$ cat config.mk
export PLATFORM = sky130hd
export DESIGN_NAME = fetch_stage
export DESIGN_NICKNAME = d
export VERILOG_FILES = /design/src/rtl/fetch_stage_pkg.sv /design/src/rtl/fetch_skid_buf.sv /design/src/rtl/fetch_stage.sv
export SDC_FILE = /design/constraint.sdc
export NUM_CORES = 1
export LEC_CHECK = 0
export CORE_MARGIN = 4
export CORE_UTILIZATION = 52
export CTS_CLUSTER_SIZE = 40
export DETAILED_ROUTE_END_ITERATION = 7
export PLACE_DENSITY = 0.84
export SYNTH_ARGS = -nofsm -noshare
export SYNTH_HDL_FRONTEND = slang
export SYNTH_SLANG_ARGS = --single-unit
$ cat constraint.sdc
create_clock -name clk -period 4.8 [get_ports clk]
set_input_delay 0.48 -clock clk [delete_from_list [all_inputs] [get_ports clk]]
set_output_delay 0.48 -clock clk [all_outputs]
set_load 0.02 [all_outputs]
$ cat src/rtl/fetch_stage_pkg.sv
// Shared definitions for the instruction fetch stage: the NOP used to fill
// empty IF/ID slots, the fetch FSM state encoding and the default reset PC.
package fetch_stage_pkg;

    // addi x0, x0, 0 -- the canonical RISC-V no-op
    localparam logic [31:0] NOP_INSTR = 32'h0000_0013;

    // First fetch address when the instantiating design does not override it
    localparam logic [31:0] RESET_PC_DEFAULT = 32'h0000_0000;

    // FETCH: request on the bus; WAIT: one request outstanding;
    // HOLD: response parked in the skid buffer while decode is stalled
    typedef enum logic [1:0] {
        FETCH = 2'd0,
        WAIT  = 2'd1,
        HOLD  = 2'd2
    } fetch_state_e;

endpackage

$ cat src/rtl/fetch_skid_buf.sv
// One-entry skid buffer holding an instruction word and its address while
// the IF/ID register is occupied by a stalled instruction.
module fetch_skid_buf #(
    parameter int DATA_WIDTH = 32
) (
    input  logic                  clk,
    input  logic                  rst,
    input  logic                  i_load,
    input  logic                  i_unload,
    input  logic                  i_clear,
    input  logic [DATA_WIDTH-1:0] i_data,
    input  logic [DATA_WIDTH-1:0] i_addr,
    output logic [DATA_WIDTH-1:0] o_data,
    output logic [DATA_WIDTH-1:0] o_addr,
    output logic                  o_full
);

    logic                  r_full;
    logic [DATA_WIDTH-1:0] r_data;
    logic [DATA_WIDTH-1:0] r_addr;

    // Occupancy flag: clear (redirect) wins over load, load over unload
    always_ff @(posedge clk or negedge rst) begin
        if (!rst) begin
            // NOTE: sequential state uses non-blocking assignments so every register samples pre-edge values.
            r_full <= 1'b0;
        end else if (i_clear) begin
            r_full <= 1'b0;
        end else if (i_load) begin
            r_full <= 1'b1;
        end else if (i_unload) begin
            r_full <= 1'b0;
        end
    end

    // Payload capture
    // NOTE: the payload is deliberately not reset; r_full alone says whether it is meaningful.
    always_ff @(posedge clk) begin
        if (i_load) begin
            r_data <= i_data;
            r_addr <= i_addr;
        end
    end

    assign o_data = r_data;
    assign o_addr = r_addr;
    assign o_full = r_full;

endmodule

$ cat src/rtl/fetch_stage.sv
// Instruction fetch stage: issues at most one imem request at a time, feeds
// the IF/ID register, absorbs decode stalls with a skid buffer and handles
// taken-branch redirects, dropping the stale response where needed.
module fetch_stage
    import fetch_stage_pkg::*;
#(
    parameter int                    DATA_WIDTH = 32,
    parameter logic [DATA_WIDTH-1:0] RESET_PC   = DATA_WIDTH'(RESET_PC_DEFAULT)
) (
    input  logic                  clk,
    input  logic                  rst,
    output logic                  imem_req_valid,
    input  logic                  imem_req_ready,
    output logic [DATA_WIDTH-1:0] imem_addr,
    input  logic                  imem_rsp_valid,
    input  logic [DATA_WIDTH-1:0] imem_rsp_data,
    input  logic                  stall_D,
    input  logic                  branch_taken_D,
    input  logic [DATA_WIDTH-1:0] branch_target_D,
    output logic [DATA_WIDTH-1:0] instr_D,
    output logic [DATA_WIDTH-1:0] pc_D,
    output logic                  valid_D
);

    localparam logic [DATA_WIDTH-1:0] NOP      = DATA_WIDTH'(NOP_INSTR);
    localparam logic [DATA_WIDTH-1:0] PC_STEP  = DATA_WIDTH'(4);
    localparam logic [DATA_WIDTH-1:0] ALIGN_MK = ~DATA_WIDTH'(3);

    fetch_state_e          r_state;
    logic [DATA_WIDTH-1:0] r_pc_f;
    logic [DATA_WIDTH-1:0] r_fetch_addr;
    logic                  r_drop;
    logic                  r_req_valid;
    logic [DATA_WIDTH-1:0] r_instr_d;
    logic [DATA_WIDTH-1:0] r_pc_d;
    logic                  r_valid_d;

    logic                  w_redirect;
    logic                  w_accept;
    logic [DATA_WIDTH-1:0] w_target;
    logic                  w_skid_load;
    logic                  w_skid_unload;
    logic                  w_skid_clear;
    logic [DATA_WIDTH-1:0] w_skid_data;
    logic [DATA_WIDTH-1:0] w_skid_addr;
    logic                  w_skid_full;

    // A redirect is only honoured when decode actually holds the branch and is advancing
    assign w_redirect = branch_taken_D & r_valid_d & ~stall_D;
    // The request register is only ever high in FETCH, so this is the handshake
    assign w_accept   = r_req_valid & imem_req_ready;
    assign w_target   = branch_target_D & ALIGN_MK;

    // Skid buffer strobes derived from the current state and this cycle's events
    always_comb begin
        // NOTE: every combinational output gets a default first so no path leaves it unassigned (no latch).
        w_skid_load   = 1'b0;
        w_skid_unload = 1'b0;
        w_skid_clear  = w_redirect;
        if (r_state == WAIT && imem_rsp_valid && !r_drop && !w_redirect
            && r_valid_d && stall_D) begin
            w_skid_load = 1'b1;
        end
        if (r_state == HOLD && !stall_D && !w_redirect && w_skid_full) begin
            w_skid_unload = 1'b1;
        end
    end

    fetch_skid_buf #(
        .DATA_WIDTH (DATA_WIDTH)
    ) u_skid (
        .clk      (clk),
        .rst      (rst),
        .i_load   (w_skid_load),
        .i_unload (w_skid_unload),
        .i_clear  (w_skid_clear),
        .i_data   (imem_rsp_data),
        .i_addr   (r_fetch_addr),
        .o_data   (w_skid_data),
        .o_addr   (w_skid_addr),
        .o_full   (w_skid_full)
    );

    // Fetch FSM with registered request and IF/ID outputs
    always_ff @(posedge clk or negedge rst) begin
        if (!rst) begin
            r_state      <= FETCH;
            r_pc_f       <= RESET_PC;
            r_fetch_addr <= RESET_PC;
            r_drop       <= 1'b0;
            r_req_valid  <= 1'b0;
            r_instr_d    <= NOP;
            r_pc_d       <= '0;
            r_valid_d    <= 1'b0;
        end else begin
            // IF/ID default: bubble when decode advances, hold when stalled.
            // A redirect always has stall_D low, so this also performs the flush.
            // NOTE: a later non-blocking assignment in this block overrides this default for the same edge.
            if (!stall_D) begin
                r_valid_d <= 1'b0;
                r_instr_d <= NOP;
            end

            unique case (r_state)
                FETCH: begin
                    if (w_redirect) begin
                        // An accepted-but-stale request must have its response dropped
                        r_pc_f      <= w_target;
                        r_drop      <= w_accept;
                        r_state     <= w_accept ? WAIT : FETCH;
                        r_req_valid <= ~w_accept;
                    end else if (w_accept) begin
                        r_fetch_addr <= r_pc_f;
                        r_pc_f       <= r_pc_f + PC_STEP;
                        r_state      <= WAIT;
                        r_req_valid  <= 1'b0;
                    end else begin
                        r_req_valid  <= 1'b1;
                    end
                end

                WAIT: begin
                    if (w_redirect) begin
                        r_pc_f <= w_target;
                        if (imem_rsp_valid) begin
                            // Stale response arrives together with the redirect: ignore it
                            r_drop      <= 1'b0;
                            r_state     <= FETCH;
                            r_req_valid <= 1'b1;
                        end else begin
                            r_drop      <= 1'b1;
                        end
                    end else if (imem_rsp_valid) begin
                        if (r_drop) begin
                            r_drop      <= 1'b0;
                            r_state     <= FETCH;
                            r_req_valid <= 1'b1;
                        end else if (!r_valid_d || !stall_D) begin
                            r_instr_d   <= imem_rsp_data;
                            r_pc_d      <= r_fetch_addr;
                            r_valid_d   <= 1'b1;
                            r_state     <= FETCH;
                            r_req_valid <= 1'b1;
                        end else begin
                            // Payload goes into the skid buffer via w_skid_load
                            r_state     <= HOLD;
                        end
                    end
                end

                HOLD: begin
                    if (w_redirect) begin
                        r_pc_f      <= w_target;
                        r_state     <= FETCH;
                        r_req_valid <= 1'b1;
                    end else if (!stall_D) begin
                        r_instr_d   <= w_skid_data;
                        r_pc_d      <= w_skid_addr;
                        r_valid_d   <= 1'b1;
                        r_state     <= FETCH;
                        r_req_valid <= 1'b1;
                    end
                end

                default: begin
                    r_state     <= FETCH;
                    r_req_valid <= 1'b0;
                end
            endcase
        end
    end

    assign imem_req_valid = r_req_valid;
    assign imem_addr      = r_pc_f;
    assign instr_D        = r_instr_d;
    assign pc_D           = r_pc_d;
    assign valid_D        = r_valid_d;

endmodule

# --- Word-level counts from Yosys, hierarchy flattened ---
# Index checks and enable logic that the tools add are counted.
classes:
  add_sub_neg: 1
  n_eq_ne: 14
  mux: 54
  bitwise_logic: 6
  n_reduce_logical: 21
op_table:
  columns: ["op", "count"]
  rows:
  - ["two-way mux 32 bit", 16]
  - ["one-hot mux 32 bit (2 select lines)", 3]
  - ["adder 32 x 3 -> 32 bit, second input constant", 1]
  - ["two-way mux 1 bit", 22]
  - ["two-way mux 2 bit", 9]
  - ["AND reduction 3 bit", 5]
  - ["inequality test 2 bit, second input constant", 6]
  - ["inequality test 3 bit, second input constant", 3]
  - ["AND reduction 7 bit", 1]
  - ["one-hot mux 2 bit (3 select lines)", 1]
  - ["nonzero test 2 bit", 3]
  - ["logical AND 1 bit", 5]
  - ["logical NOT 1 bit", 4]
  - ["inequality test 2 x 1 -> 1 bit, second input constant", 2]
  - ["inequality test 4 x 3 -> 1 bit, second input constant", 1]
  - ["one-hot mux 1 bit (2 select lines)", 2]
  - ["bitwise AND 1 bit", 3]
  - ["NOT 1 bit", 3]
  - ["one-hot mux 1 bit (3 select lines)", 1]
  - ["equality test 2 x 1 -> 1 bit, second input constant", 1]
  - ["equality test 2 bit, second input constant", 1]
  - ["logical NOT 2 bit", 1]
  - ["OR reduction 2 bit", 1]
  - ["logical OR 1 bit", 1]
totals:
  regBits: 197
  output_inout_bits: 98
  elab_cells: 106

# --- Logic depth before layout (Yosys ltp) ---
# Gate-level depths: netlist (run 1).
depth:
  ltp_word: 7
  mapped_depth: 9

# --- By module ---
# Synthesis (run 1) repeated with hierarchy kept, for this count alone.
unflattened:
  cells_unflattened: 837
  hier_area_um2: 9112.5
by_module_without_submodules:
  columns: ["module", "instances", "cells_each", "area_each_um2", "seq_area_each_um2"]
  rows:
  - ["fetch_stage", 1, 769, 7146.9, 3231.8]
  - ["fetch_skid_buf", 1, 68, 1965.6, 1946.9]

# --- Worst setup path before layout (run 1) ---
# Ideal clock, no wire load.
synth_path:
  kind: "register to register"
  start: "register r_state[1]"
  end: "register u_skid.r_addr[10], in the netlist u_skid.o_addr[10] (enable)"
  setup_ns: 0.482
  t_arrival_ns: 3.395
  required_ns: 4.318
  slack_ns: 0.923
  stages_incl_launch_ff: 5
  period_less_slack_ns: 3.877
  cell_sequence: "dfrtp_1 inv_1 ha_1 nand3_1 nor2_1"
synth_between:
  elab_chain_len: 7
synth_lines:
  columns: ["element", "line_no", "source"]
  rows:
  - ["from (decl)", "fetch_stage.sv:29", "fetch_state_e r_state;"]
  - ["from (signal assigned)", "fetch_stage.sv:110", "r_state <= w_accept ? WAIT : FETCH;"]
  - ["equality test 2 x 1 -> 1 bit", "fetch_stage.sv:60", "if (r_state == WAIT && imem_rsp_valid && !r_drop && !w_redirect"]
  - ["logical AND 1 bit (3 in series)", "fetch_stage.sv:60", null]
  - ["logical AND 1 bit (2 in series)", "fetch_stage.sv:61", "&& r_valid_d && stall_D) begin"]
  - ["two-way mux 1 bit", "fetch_stage.sv:60", null]
  - ["net u_skid.i_load", "fetch_skid_buf.sv:8", "input logic i_load,"]
  - ["to (signal assigned)", "fetch_skid_buf.sv:41", "r_addr <= i_addr;"]
  - ["to (decl)", "fetch_skid_buf.sv:20", "logic [DATA_WIDTH-1:0] r_addr;"]
# The timed path passes the listed nets, and every way through them passes these cells.
# A chain may end at the register's enable or synchronous reset.

# --- Final worst setup path (run 1) ---
layout_path:
  start: "register r_state[0]"
  end: "register r_pc_f[29], in the netlist imem_addr[29]"
layout_between:
  elab_chain_len: 4
layout_lines:
  columns: ["element", "line_no", "source"]
  rows:
  - ["equality test 2 x 1 -> 1 bit or equality test 2 bit (tied branches)", "fetch_stage.sv:104", "unique case (r_state)"]
  - ["OR reduction 2 bit (no line)", null, null]
  - ["inequality test 2 x 1 -> 1 bit (no line) or nonzero test 2 bit (tied branches)", null, null]
  - ["AND reduction 3 bit (no line)", null, null]
  - ["to (signal assigned)", "fetch_stage.sv:108", "r_pc_f <= w_target;"]
  - ["to (signal assigned)", "fetch_stage.sv:114", "r_pc_f <= r_pc_f + PC_STEP;"]
  - ["to (signal assigned)", "fetch_stage.sv:124", "r_pc_f <= w_target;"]
  - ["to (decl)", "fetch_stage.sv:30", "logic [DATA_WIDTH-1:0] r_pc_f;"]
# Several ways; a longest one is shown, not always the timed one.

==> load_flow_metrics.sql, run 1 <==
INSERT INTO impl_metrics (metric_group, metric, value, unit) VALUES
('clock_tree', 'cts.clk_slew.worst_paths', '0.07', 'ns'),
('floorplanning', 'core-area', '16100', 'sq um'),
('sta', 'setup_slack', '1.94', 'ns'),
('clock_tree', 'cts.hold.buffers_added', '0', ''),
('sta', 'tightestPinTransition', '1.05', 'ns'),
('clock_tree', 'post_cts.repair.setup_buffers', '0', ''),
('synth', 'synth.mux.area_fraction', '0.0997', ''),
('synth', 'synth_top_family_by_area', 'compound AO/OA/AOI/OAI gates', ''),
('clock_tree', 'tritoncts_num_sinks', '189', ''),
('floorplanning', 'placementRows', '46', ''),
('synth', 'post_synth_and_or_nand_nor_area_fraction', '0.117', ''),
('floorplanning', 'die-area', '18700', 'sq um'),
('route', 'detail_route.wirelength', '22.5', 'mm'),
('floorplanning', 'effective_utilization_at_floorplan', '0.538', ''),
('synth', 'seq_area_frac_synth', '0.584', ''),
('placed_design', 'globalplace.congestion', '0.863', ''),
('finish', 'nNetsFinal', '1018', ''),
('clock_tree', 'ctsRootBufferMaster', 'clkbuf_16', ''),
('synth', 'synthXorXnorAreaFrac', '0', ''),
('synth', 'synthDistinctLibCells', '58', ''),
('placed_design', 'hpwl', '14.8', 'mm'),
('critical_path', 'critPathKind', 'flip-flop to flip-flop', ''),
('critical_path', 'critPathRequiredTime', '5.12', 'ns'),
('synth', 'synth_edf_count', '62', ''),
('finish', 'layout_common_cells', 'clkdlybuf4s50_1 (160), dfrtp_1 (124), nand2_1 (98)', ''),
('sta', 'finClkSkew', '0.00644', 'ns'),
('global_routing', 'global_route_wire_length_before_repair', '35.4', 'mm'),
('critical_path', 'endpoint_kind', 'flip-flop', ''),
('clock_tree', 'worst_skew_pair.late_latency', '0.43', 'ns'),
('critical_path', 'timing.critical_path.fanout_max', '25', ''),
('clock_tree', 'postCtsResizedCells', '0', ''),
('synth', 'synth_adder_area_share', '0.00724', ''),
('sta', 'achievable-frequency', '350', 'MHz'),
('placed_design', 'dp.cells', '1140', ''),
('global_routing', 'grt_remaining_overflow', '0', ''),
('synth', 'synthesized_area', '8640', 'sq um'),
('synth', 'postSynthAreaPerCell', '10.8', 'sq um'),
('sta', 'setup_tns', '0', 'ns'),
('placed_design', 'dpl_cell_area', '10500', 'sq um'),
('finish', 'post_route_cells_drive_above_1_share', '0.0900', ''),
('hold_path', 'timing.hold.worst.class', 'input port to async pin', ''),
('clock_tree', 'cts_max_path_buffers', '2', ''),
('sta', 'final_critical_path_required_period', '2.86', 'ns'),
('floorplanning', 'die_x', '137', 'microns'),
('route', 'remaining_drc_errors', '0', ''),
('power_and_ir_drop', 'peakVddDrop', '0.345', 'mV'),
('synth', 'yosys_most_used_dff', 'dfrtp_1', ''),
('floorplanning', 'chipHeight', '137', 'microns'),
('status', 'outcome', 'completed', ''),
('sta', 'slew_headroom', '0.291', ''),
('clock_tree', 'numCtsBuffers', '17', ''),
('finish', 'flow.area_growth_from_synthesis', '27.5', '%'),
('sta', 'report.final.hold_viol_count', '0', ''),
('finish', 'n_antenna_cell', '0', ''),
('power_and_ir_drop', 'leakagePower', '4.38', 'nW'),
('sta', 'timing.final.crit_share', '0.596', ''),
('global_routing', 'grt_start_max_net_pins', '78', ''),
('finish', 'final_cell_area', '11000', 'sq um'),
('synth', 'synthCells', '798', ''),
('critical_path', 'startpoint_type', 'flip-flop', ''),
('finish', 'stdcell_count', '1172', ''),
('route', 'detail_route.first_pass.iterations', '5', ''),
('clock_tree', 'ctsHtreeMaxLevel', '4', ''),
('global_routing', 'grt_antenna_before_repair', '0', ''),
('sta', 'report.final.setup_viol', '0', ''),
('placed_design', 'worst_slack_at_placement', '1.65', 'ns'),
('route', 'ant_nets', '0', ''),
('synth', 'synthArstFlopShare', '0.672', ''),
('global_routing', 'track_usage', '0.245', ''),
('synth', 'number_of_warnings_reported_in_the_yosys_synthesis_log', '0', ''),
('clock_tree', 'cts_tree', 'yes', '');
## logic make-up (layout without fill, tap and decap cells)
logic type,count (synthesis),in the layout
other,1,4
buffers and inverters,93,248
muxes,83,83
DFF,189,189
adders and majority gates,5,5
and+or+nand+nor,218,218
AOI/OAI and AO/OA,209,209
## worst max-delay path, stage by stage, from the launching register on
cell      delay (ns)
dfrtp_1         0.40
inv_1           0.09
ha_1            0.52
nand2b_1        0.72
nor2_1          0.62
a31oi_1         0.17
o22a_1          0.22
## layer usage
metal | wire [microns] | vias up | GRT usage | part of all wire
li1 | - | 3182 | - | -
met1 | 9470 | 3349 | 0.341 | 0.42
met2 | 11100 | 269 | 0.386 | 0.49
met3 | 1360 | 45 | 0.0445 | 0.060
met4 | 595 | 0 | 0.0909 | 0.026
met5 | 0 | - | 0 | 0
## per-stage QoR
step / utilization / total power [W] / hold slack (ns)
after floorplan: - / 0.00457 / 0.184
after global placement: 0.651 / 0.00574 / 0.451
after detailed placement: 0.651 / 0.00584 / 0.454
after CTS: 0.686 / 0.00719 / 0.122
after global routing: 0.686 / 0.00763 / 0.126
final: 0.686 / 0.00718 / 0.0617
## state kept, by name, summed over array words and instances (netlist names)
signal,cells
r_drop,1
u_skid.o_addr,30
imem_addr,30
u_skid.o_data,32
valid_D,1
pc_D,30
imem_req_valid,1
r_fetch_addr,30
instr_D,32
r_state,2
## Yosys cell counts (all sizes together), types with 2 or more instances
| library cell | n | area, sq um |
|---|---|---|
| a31oi | 3 | 18.8 |
| a22oi | 32 | 240 |
| o21ai | 58 | 290 |
| nor2 | 54 | 203 |
| clkbuf | 40 | 150 |
| a21o | 2 | 15.0 |
| nor3 | 11 | 60.1 |
| nand2 | 98 | 368 |
| buf | 13 | 71.3 |
| a211oi | 8 | 60.1 |
| a21boi | 2 | 15.0 |
| dfstp | 3 | 78.8 |
| a41o | 2 | 20.0 |
| dfrtp | 124 | 3100 |
| nand2b | 4 | 25.0 |
| mux2 | 24 | 270 |
| edfxtp | 62 | 1860 |
| nand3 | 15 | 87.6 |
| a21oi | 66 | 330 |
| nand4 | 7 | 50.1 |
| ha | 5 | 62.6 |
| or3 | 5 | 31.3 |
| and4 | 4 | 35.0 |
| o32ai | 4 | 35.0 |
| mux2i | 59 | 591 |
| inv | 40 | 150 |
| and2 | 2 | 12.5 |
| and3 | 7 | 43.8 |
| o22ai | 11 | 68.8 |
| o31ai | 4 | 35.0 |
| a311oi | 7 | 61.3 |
| nor4 | 4 | 40.0 |
## cell type report
type,instances,area (sq um),area share
clock buffers,20,447,0.0406
clock inverters,12,103,0.00932
flip-flops and latches,189,5040,0.458
well taps,216,270,0.0245
repair buffers,176,1730,0.157
inverters,40,150,0.0136
multi-input cells,519,3270,0.297
## path summary, 6_finish.rpt
path / from / to / slack (ns) / cells past startpoint
max in group asynchronous: rst / instr_D[28]$_DFF_PN0_ / 3.59 / 2
min in group clk: r_fetch_addr[17]$_DFFE_PN0P_ / u_skid.o_addr[17]$_DFFE_PP_ / 0.47 / 0
worst max register to register: r_state[0]$_DFFE_PN0P_ / imem_addr[29]$_DFFE_PN0P_ / 1.94 / 6
worst min register to register: r_fetch_addr[17]$_DFFE_PN0P_ / u_skid.o_addr[17]$_DFFE_PP_ / 0.47 / 0
worst max-delay path: r_state[0]$_DFFE_PN0P_ / imem_addr[29]$_DFFE_PN0P_ / 1.94 / 6
worst min-delay path: rst / pc_D[17]$_DFFE_PN0P_ / 0.06 / 1
## power breakdown
part	internal [W]	leakage [nW]	total [W]	switching, W
logic	0.00134	2.11	0.00325	0.00191
clock network	0.000692	0.262	0.00133	0.000641
registers	0.00215	2.00	0.00260	0.000445
total	0.00418	4.38	0.00718	0.00300
Power figures use the tool's default switching activity.
==> run 2: changes to the inputs <==
--- a/config.mk
+++ b/config.mk
@@ -6,10 +6,10 @@
 export NUM_CORES = 1
 export LEC_CHECK = 0
 export CORE_MARGIN = 4
-export CORE_UTILIZATION = 52
+export CORE_UTILIZATION = 47
 export CTS_CLUSTER_SIZE = 40
 export DETAILED_ROUTE_END_ITERATION = 7
-export PLACE_DENSITY = 0.84
+export PLACE_DENSITY = 0.8
 export SYNTH_ARGS = -nofsm -noshare
 export SYNTH_HDL_FRONTEND = slang
 export SYNTH_SLANG_ARGS = --single-unit
==> constraint.sdc (replaced) <==
create_clock -name clk -period 2.6 [get_ports clk]
set_input_delay 0.26 -clock clk [delete_from_list [all_inputs] [get_ports clk]]
set_output_delay 0.26 -clock clk [all_outputs]
set_load 0.02 [all_outputs]
==> load_flow_metrics.sql, run 2 (synthesis results as in run 1) <==
INSERT INTO impl_metrics (metric_group, metric, value, unit) VALUES
('status', 'outcome', 'completed', ''),
('global_routing', 'track_usage', '0.228', ''),
('clock_tree', 'tritoncts_num_sinks', '189', ''),
('placed_design', 'dp.cells', '1167', ''),
('route', 'detail_route.first_pass.iterations', '7', ''),
('critical_path', 'critPathKind', 'flip-flop to flip-flop', ''),
('finish', 'layout_commonest_cell', 'clkdlybuf4s50_1', ''),
('global_routing', 'grt_start_max_net_pins', '67', ''),
('critical_path', 'critPathRequiredTime', '2.92', 'ns'),
('finish', 'stdcell_count', '1200', ''),
('sta', 'tightestPinTransition', '0.658', 'ns'),
('critical_path', 'crit_path_top_delay_cell', 'a21boi_1', ''),
('critical_path', 'ordered_cell_list_for_the_critical_path', 'inv_1, ha_1, a21boi_1, o31ai_4, nand2_1, nor2_1, a311oi_1', ''),
('floorplanning', 'effective_utilization_at_floorplan', '0.479', ''),
('finish', 'seqCellArea', '5040', 'sq um'),
('critical_path', 'worstPathArrival', '2.67', 'ns'),
('finish', 'layout_common_cells', 'clkdlybuf4s50_1 (160), dfrtp_1 (124), nand2_1 (98)', ''),
('finish', 'flow.area_growth_from_synthesis', '30.4', '%'),
('critical_path', 'cpPeakStageDelay', '0.56', 'ns'),
('critical_path', 'timing.critical_path.fanout_max', '7', ''),
('floorplanning', 'die_x', '144', 'microns'),
('floorplanning', 'die-area', '20600', 'sq um'),
('route', 'detail_route.wirelength', '23.2', 'mm'),
('sta', 'holdWs', '0.379', 'ns'),
('placed_design', 'hpwl', '15.7', 'mm'),
('flow_run', 'drv_cap', '0', ''),
('finish', 'final_cell_area', '11300', 'sq um'),
('sta', 'report.final.setup_viol', '0', ''),
('route', 'wl_per_cell', '19.3', 'microns'),
('clock_tree', 'numCtsBuffers', '17', ''),
('critical_path', 'endpoint_kind', 'flip-flop', ''),
('critical_path', 'startpoint_type', 'flip-flop', ''),
('placed_design', 'buffer_ports.inserted', '161', ''),
('finish', 'nNetsFinal', '1033', ''),
('finish', 'post_route_cells_drive_above_1_share', '0.104', ''),
('power_and_ir_drop', 'peakVddDrop', '0.854', 'mV'),
('sta', 'report.final.hold_viol_count', '0', ''),
('floorplanning', 'core-area', '18000', 'sq um'),
('clock_tree', 'ctsHtreeMaxLevel', '4', ''),
('hold_path', 'timing.hold.worst.class', 'input port to flip-flop', ''),
('sta', 'final-max-slew-violation-count', '0', ''),
('placed_design', 'dpl_cell_area', '10600', 'sq um'),
('route', 'viasPerCell', '5.70', ''),
('sta', 'achievable-frequency', '426', 'MHz'),
('sta', 'timing.final.crit_share', '0.904', ''),
('global_routing', 'grt_antenna_before_repair', '0', ''),
('route', 'routed-via-count', '6844', ''),
('critical_path', 'critical_path.top_delay_family', 'compound AO/OA/AOI/OAI gates', ''),
('clock_tree', 'ctsRootBufferMaster', 'clkbuf_16', ''),
('route', 'remaining_drc_errors', '0', ''),
('sta', 'setup_tns', '0', 'ns'),
('global_routing', 'global_route_wire_length_before_repair', '36.5', 'mm'),
('floorplanning', 'chipHeight', '144', 'microns'),
('floorplanning', 'placementRows', '49', ''),
('clock_tree', 'cts_tree', 'yes', ''),
('finish', 'n_antenna_cell', '0', ''),
('sta', 'final_critical_path_required_period', '2.35', 'ns'),
('sta', 'finClkSkew', '0.00725', 'ns'),
('sta', 'slew_headroom', '0.562', ''),
('finish', 'multi_input_area', '3270', 'sq um'),
('power_and_ir_drop', 'power_density', '1220', 'nW/um^2'),
('global_routing', 'grt_remaining_overflow', '0', ''),
('clock_tree', 'post_cts.repair.setup_buffers', '0', ''),
('route', 'initialDrtViolationCount', '566', ''),
('finish', 'finalCoreUtilization', '0.625', ''),
('global_routing', 'number_of_global_route_vias_before_repair', '6742', ''),
('placed_design', 'globalplace.congestion', '0.868', ''),
('clock_tree', 'cts.clk_slew.worst_paths', '0.07', 'ns'),
('sta', 'rsz_0062_raised_after_global_routing', 'false', ''),
('power_and_ir_drop', 'leakagePower', '4.51', 'nW'),
('clock_tree', 'cts_max_path_buffers', '2', ''),
('finish', 'fillerInstances', '1427', ''),
('clock_tree', 'worst_skew_pair.late_latency', '0.44', 'ns'),
('route', 'ant_nets', '0', ''),
('floorplanning', 'ios', '168', ''),
('critical_path', 'count_of_buffer_and_inverter_cells_on_the_critical_path', '1', '');
[run 2: cell types whose count changed in the layout (fill, tap and decap cells not counted)]
cell / change
bufinv_16: +3
buf_4: +9
clkinv_1: +1
inv_8: -1
clkinv_4: -1
clkbuf_8: -1
dlygate4sd3_1: +1
inv_6: +1
buf_12: +5
clkbuf_1: -2
[run 2: metal layers]
layer,global-route usage,up-vias,share of wire
li1,-,3207,-
met1,0.311,3336,0.42
met2,0.363,260,0.49
met3,0.0456,41,0.061
met4,0.0882,0,0.028
met5,0,-,0
[run 2: metrics by stage]
step                worst slack (ns)  power [W]
global route                   0.148     0.0146
detailed placement             0.375     0.0110
CTS                            0.319     0.0138
global placement               0.406     0.0108
finish                         0.251     0.0138
floorplan                      0.418    0.00844
[run 2: path summary, 6_finish.rpt]
| kind | slack [ns] | to | from | cells after the start |
|---|---|---|---|---|
| min reg2reg | 0.47 | u_skid.o_addr[31]$_DFFE_PP_ | r_fetch_addr[31]$_DFFE_PN0P_ | 0 |
| min | 0.38 | imem_addr[2]$_DFFE_PN0P_ | branch_target_D[2] | 3 |
| max | 0.25 | imem_addr[14]$_DFFE_PN0P_ | r_state[0]$_DFFE_PN0P_ | 7 |
| min in group asynchronous | 0.41 | pc_D[15]$_DFFE_PN0P_ | rst | 2 |
| max in group asynchronous | 1.47 | instr_D[22]$_DFF_PN0_ | rst | 3 |
| max reg2reg | 0.25 | imem_addr[14]$_DFFE_PN0P_ | r_state[0]$_DFFE_PN0P_ | 7 |
[run 2: worst register-to-register path: cells and delay by family, from the launching register on]
kind	cells	cell delay [ns]
compound gates	3	1.02
buf+inv	1	0.13
simple gates	2	0.40
flops	1	0.42
fa+ha+maj	1	0.26
[run 2: report_power, final]
part	leakage [nW]	total (W)	internal [W]	switching, W
Combinational	2.21	0.00629	0.00264	0.00365
Clock	0.291	0.00271	0.00153	0.00118
Sequential	2.00	0.00476	0.00397	0.000785
Total	4.51	0.0138	0.00815	0.00561
[run 2: timing repair]
item | 4_1_cts | 5_1_grt
resized for setup | 0 | 0
endpoints found under the hold margin | 61 | 0
hold buffers | 1 | 0
[run 2: layout make-up]
| class | instances | area share |
|---|---|---|
| multi-input cells | 519 | 0.290 |
| repair buffers | 191 | 0.169 |
| well taps | 229 | 0.0254 |
| clock inverters | 15 | 0.0164 |
| flip-flops and latches | 189 | 0.448 |
| clock buffers | 17 | 0.0378 |
| inverters | 40 | 0.0133 |
